**src/rtl/rsa_decrypt.sv**
```systemverilog
// rsa_decrypt: sequential RSA decryption, plaint = cipht^D mod N.
// Right-to-left square-and-multiply over a bit-serial interleaved modular
// multiplier (one scanned operand bit per cycle, 32 cycles per multiply).
// Optional macro RSA_DEC_CONST_TIME_EN: always run the res multiply so the
// latency does not depend on D; otherwise skip it when the exponent bit is 0.
// Handshake: cipht is accepted on any rising edge where in_vaild && ready;
// ready is high only in IDLE; vaild is a one-cycle pulse marking a new plaint.
module rsa_decrypt #(
    parameter logic [31:0] N     = 32'd3233,
    parameter logic [31:0] D     = 32'd2753,
    parameter int          EXP_W = 12
) (
    input  logic        clk,
    input  logic        reset,
    input  logic        in_vaild,
    input  logic [31:0] cipht,
    output logic        ready,
    output logic        vaild,
    output logic [31:0] plaint,
    output logic [2:0]  dbg_state
);

    typedef enum logic [2:0] {
        S_IDLE   = 3'd0,
        S_REDUCE = 3'd1,
        S_MUL_R  = 3'd2,
        S_MUL_B  = 3'd3,
        S_DONE   = 3'd4
    } state_t;

    localparam logic [33:0] N34      = {2'b00, N};
    localparam logic [4:0]  LAST_IDX = 5'(EXP_W - 1);

    state_t      state, state_nx;
    logic [31:0] res, base, scan;
    logic [33:0] acc;
    logic [4:0]  bitcnt, expidx;

    logic [33:0] x_op, t0, t1, acc_nx;
    logic        last_bit;
    logic [4:0]  idx_nxt;
    logic        run_r_first, run_r_next;

    // One interleaved multiply step: t = 2*acc + (b ? x : 0), t < 3N, so at most two subtractions.
    always_comb begin
        x_op     = (state == S_REDUCE) ? 34'd1 : {2'b00, base};
        t0       = (acc << 1) + (scan[31] ? x_op : 34'd0);
        t1       = (t0 >= N34) ? (t0 - N34) : t0;
        acc_nx   = (t1 >= N34) ? (t1 - N34) : t1;
        last_bit = (bitcnt == 5'd31);
        idx_nxt  = expidx + 5'd1;
`ifdef RSA_DEC_CONST_TIME_EN
        run_r_first = 1'b1;
        run_r_next  = 1'b1;
`else
        run_r_first = D[0];
        run_r_next  = D[idx_nxt];
`endif
    end

    // State register.
    always_ff @(posedge clk) begin
        if (reset) state <= S_IDLE;
        else       state <= state_nx;
    end

    // Next-state logic and handshake outputs.
    always_comb begin
        state_nx  = state;
        ready     = 1'b0;
        vaild     = 1'b0;
        dbg_state = state;
        case (state)
            S_IDLE: begin
                ready = 1'b1;
                if (in_vaild) state_nx = S_REDUCE;
            end
            S_REDUCE: if (last_bit) state_nx = run_r_first ? S_MUL_R : S_MUL_B;
            S_MUL_R:  if (last_bit) state_nx = S_MUL_B;
            S_MUL_B: begin
                if (last_bit) begin
                    if (expidx == LAST_IDX) state_nx = S_DONE;
                    else                    state_nx = run_r_next ? S_MUL_R : S_MUL_B;
                end
            end
            S_DONE:  begin
                vaild    = 1'b1;
                state_nx = S_IDLE;
            end
            default: state_nx = S_IDLE;
        endcase
    end

    // Datapath: multiply steps, write-back at the end of each multiply, and operand setup for the next.
    always_ff @(posedge clk) begin
        if (reset) begin
            res    <= 32'd0;
            base   <= 32'd0;
            acc    <= 34'd0;
            bitcnt <= 5'd0;
            expidx <= 5'd0;
            scan   <= 32'd0;
            plaint <= 32'd0;
        end else begin
            case (state)
                S_IDLE: begin
                    if (in_vaild) begin
                        scan   <= cipht;
                        acc    <= 34'd0;
                        bitcnt <= 5'd0;
                    end
                end
                S_REDUCE, S_MUL_R, S_MUL_B: begin
                    acc    <= acc_nx;
                    scan   <= scan << 1;
                    bitcnt <= bitcnt + 5'd1;
                    if (last_bit) begin
                        acc <= 34'd0;
                        if (state == S_REDUCE) begin
                            base   <= acc_nx[31:0];
                            res    <= 32'd1;
                            expidx <= 5'd0;
                            scan   <= run_r_first ? 32'd1 : acc_nx[31:0];
                        end else if (state == S_MUL_R) begin
`ifdef RSA_DEC_CONST_TIME_EN
                            if (D[expidx]) res <= acc_nx[31:0];
`else
                            res <= acc_nx[31:0];
`endif
                            scan <= base;
                        end else begin
                            base <= acc_nx[31:0];
                            if (expidx == LAST_IDX) begin
                                plaint <= res;
                            end else begin
                                expidx <= idx_nxt;
                                scan   <= run_r_next ? res : acc_nx[31:0];
                            end
                        end
                    end
                end
                default: ;
            endcase
        end
    end

endmodule

```
**config.mk**
```make
export PLATFORM = sky130hd
export DESIGN_NAME = rsa_decrypt
export DESIGN_NICKNAME = d
export VERILOG_FILES = /design/src/rtl/rsa_decrypt.sv
export SDC_FILE = /design/constraint.sdc
export NUM_CORES = 1
export LEC_CHECK = 0
export ABC_CLOCK_PERIOD_IN_PS = 8000
export CAP_MARGIN = 20
export CORE_MARGIN = 2
export CORE_UTILIZATION = 30
export CTS_CLUSTER_SIZE = 40
export DETAILED_ROUTE_END_ITERATION = 10
export GPL_TIMING_DRIVEN = 0
export SYNTH_ARGS = -nofsm -noshare
export SYNTH_HDL_FRONTEND = slang
export SYNTH_SLANG_ARGS = --single-unit
export TNS_END_PERCENT = 1
```
**constraint.sdc**
```tcl
create_clock -name clk -period 8 [get_ports clk]
set_clock_uncertainty 0.05 [all_clocks]
set_input_delay 1.6 -clock clk [delete_from_list [all_inputs] [get_ports clk]]
set_output_delay 1.6 -clock clk [all_outputs]
set_load 0.05 [all_outputs]
```
==> out/qor.csv <==
metric,value,unit
outcome,"finished, final reports clean",
portBuffers,70,
ios,72,
die_w,204.7,um
cts_tree,done,
dp_cells,2215,
drt-total-wl,47400,um
die_y,204.7,um
start_kind,flip-flop,
fin_total_pwr,5.966,mW
power_frac_seq,0.166,
numClockSinks,174,
grt_pass1_vias,12288,
crit_path_end_kind,flip-flop,
synth_edf_count,0,
grt_pass1_wl,71830,um
htreeDepth,4,
fp.coreArea,39730,um2
syn_avg_cell_area,7.462,um2
area_growth,18.86,%
synth.distinct_cells,94,
vdd_ir_drop_max,0.3929,mV
cts.clk_slew.worst_paths,0.07,ns
slowest_stage,or4b_2,
antenna_found_initial,0,
diodes,0,
postLayoutCoreUtil,0.3614,
cp_max_fo,10,
period_needed,7.793,ns
final.setup.tns,0,ns
powerDensity,415.4,nW/um2
dpl.hpwl,37280,um
routedWlPerCell,21.00,um
antenna_left,0,
fin_nets,1796,
fmax,128.3,MHz
reg2reg_from,dbg_state[0],
drc,0,
worst_pin_slew,1.032,ns
syn-instance-count,1619,
rsz0062_at_grt,yes,
start_util,0.3041,
swShare,0.5330,
path_class,reg -> reg,
hold_class,reg -> reg,
rows,73,
internal-power,2.786,mW
grtUsageMet1,0.3160,
place_area,13450,um2
worst_skew_pair.late_latency,0.44,ns
slowest_delay,0.60,ns
synthFlopType,dfxtp_1,
cts-root-buf,clkbuf_16,
whs,0.4069,ns
synth_top_area_cell,dfxtp_1,
hold_viol,0,
busiest_layer,met2,
grt.overflow.total,0,
gp_congestion,0.9500,
clockBufferDepth,2,
synth_area_leaders,"dfxtp_1 29%, nand2_1 7.2%, a21oi_1 6.5%",
drv_slew,0,
p_switching,3.180,mW
finalNonFillerCells,2257,
drive_gt1_frac,0.08083,
design_area,14360,um2
worst_ep_arrival_time,8.09,ns
first_pass_iters,5,
cp_num_buf_inv,2,
numCtsBuffers,17,
slew_headroom,0.3082,
mostFrequentLayoutCells,"232 x nand2_1, 172 x dfxtp_1, 169 x nor2_1",
drv_cap,0,
comb_power_share,0.693,
yosysTopAreaCellShare,0.2883,
grt_usage,0.2224,
grt_max_degree,17,
finalCritPeriodShare,0.9742,
cp-startpoint,dbg_state[0],
drtIter0Drc,1393,
final_common_cell,nand2_1,
cp_data_required_time,8.30,ns
pre_cts_ws,-2.335,ns
yosysWarnings,0,
ys_ff_latch,174,
postSynth.asyncResetShare,0,
ys_seq_area_frac,0.2883,
via_count,13263,
cts_hold_buf,0,
syn_nets,1693,
p_clk_frac,0.141,
min_from,plaint[14],
setup_viol,0,
power_leakage,5.279,nW
vias_per_cell,5.876,
grt_util_met3,0.03357,
dieArea,41890,um2
fin_ws,0.2066,ns
use_met2,0.3436,
cp_top_family,simple AND/OR/NAND/NOR gates,
crit_chain,nor3b_4 > nor2b_2 > clkbuf_2 > and2_1 > ha_1 > a21o_1 > a221o_2 > a311o_1 > o211ai_1 > a211oi_1 > a21oi_1 > or4b_2 > or4_4 > a21oi_4 > nand4_4 > nor4_1 > and4bb_2 > buf_2 > a211oi_1 > xor2_1 > a21oi_1 > nor4_1,
syn_area,12080,um2
state kept, by name, indices dropped and copies added (netlist names):
name / cells
base: 32
res: 32
expidx: 5
scan: 32
dbg_state: 3
acc: 33
bitcnt: 5
plaint: 32
power groups by stage:
stage	sequential (mW)	clock (mW)	combinational, mW
after floorplan	0.990	0	2.59
after global placement	1.01	0	3.73
after detailed placement	1.01	0	3.74
after CTS	0.990	0.845	3.97
after global routing	0.997	0.883	4.40
final	0.993	0.841	4.13
tightest hold or removal path, stage by stage, from the launching register on:
cell and delay (ns):
dfxtp_1 0.31, nand2_1 0.05, a21oi_1 0.05
area by class of cell:
| cell class | count | area, um2 |
|---|---|---|
| buffer | 115 | 471.7 |
| clock buffer | 23 | 488.0 |
| clock inverter | 6 | 85.08 |
| fill | 4223 | 25370 |
| inverter | 20 | 75.07 |
| multi-input combinational | 1307 | 8272 |
| sequential | 174 | 3486 |
| tap | 525 | 656.9 |
| timing repair buffer | 87 | 825.8 |
logic make-up after synthesis:
kind of cell / Yosys count / share of synthesized area
AO/OA/AOI/OAI: 533 / 0.3050
XOR/XNOR: 69 / 0.05064
adder cells (fa/ha/maj): 39 / 0.04101
buffers and inverters: 138 / 0.04515
flip-flops: 174 / 0.2883
multiplexers: 15 / 0.01284
AND/OR/NAND/NOR: 651 / 0.2570
cell usage after synthesis (all sizes together) (5+ instances only):
cell type	n
a2111oi	9
a211o	8
a211oi	20
a21boi	6
a21o	21
a21oi	158
a221o	26
a221oi	20
a22oi	71
a311oi	6
a31oi	17
and2	46
and3	15
and4	5
buf	22
clkbuf	96
dfxtp	174
ha	38
inv	20
mux2i	11
nand2	233
nand2b	16
nand3	35
nand4	13
nor2	170
nor2b	11
nor3	44
nor3b	8
nor4	10
nor4b	5
o211ai	21
o21a	12
o21ai	76
o22ai	9
o31ai	7
or2	11
or3	11
xnor2	48
xor2	21
per-layer routing:
metal,wire [um],up-vias
met3,3717,85
met5,0,-
met4,1280,0
met2,20880,564
li1,-,6155
met1,21520,6459
timing repair:
action                                  CTS  global route
endpoints found under the setup margin  129           129
buffers inserted                          8             8
gates resized for setup                  26            25
pin swaps                                 6             7
worst paths after layout:
check | cells after the start | to | slack [ns]
hold / removal | 2 | plaint[14] | 0.41
hold reg to reg | 2 | plaint[14] | 0.41
setup reg to reg | 22 | scan[17] | 0.21
setup / recovery | 22 | scan[17] | 0.21
Power figures use the tool's default switching activity.
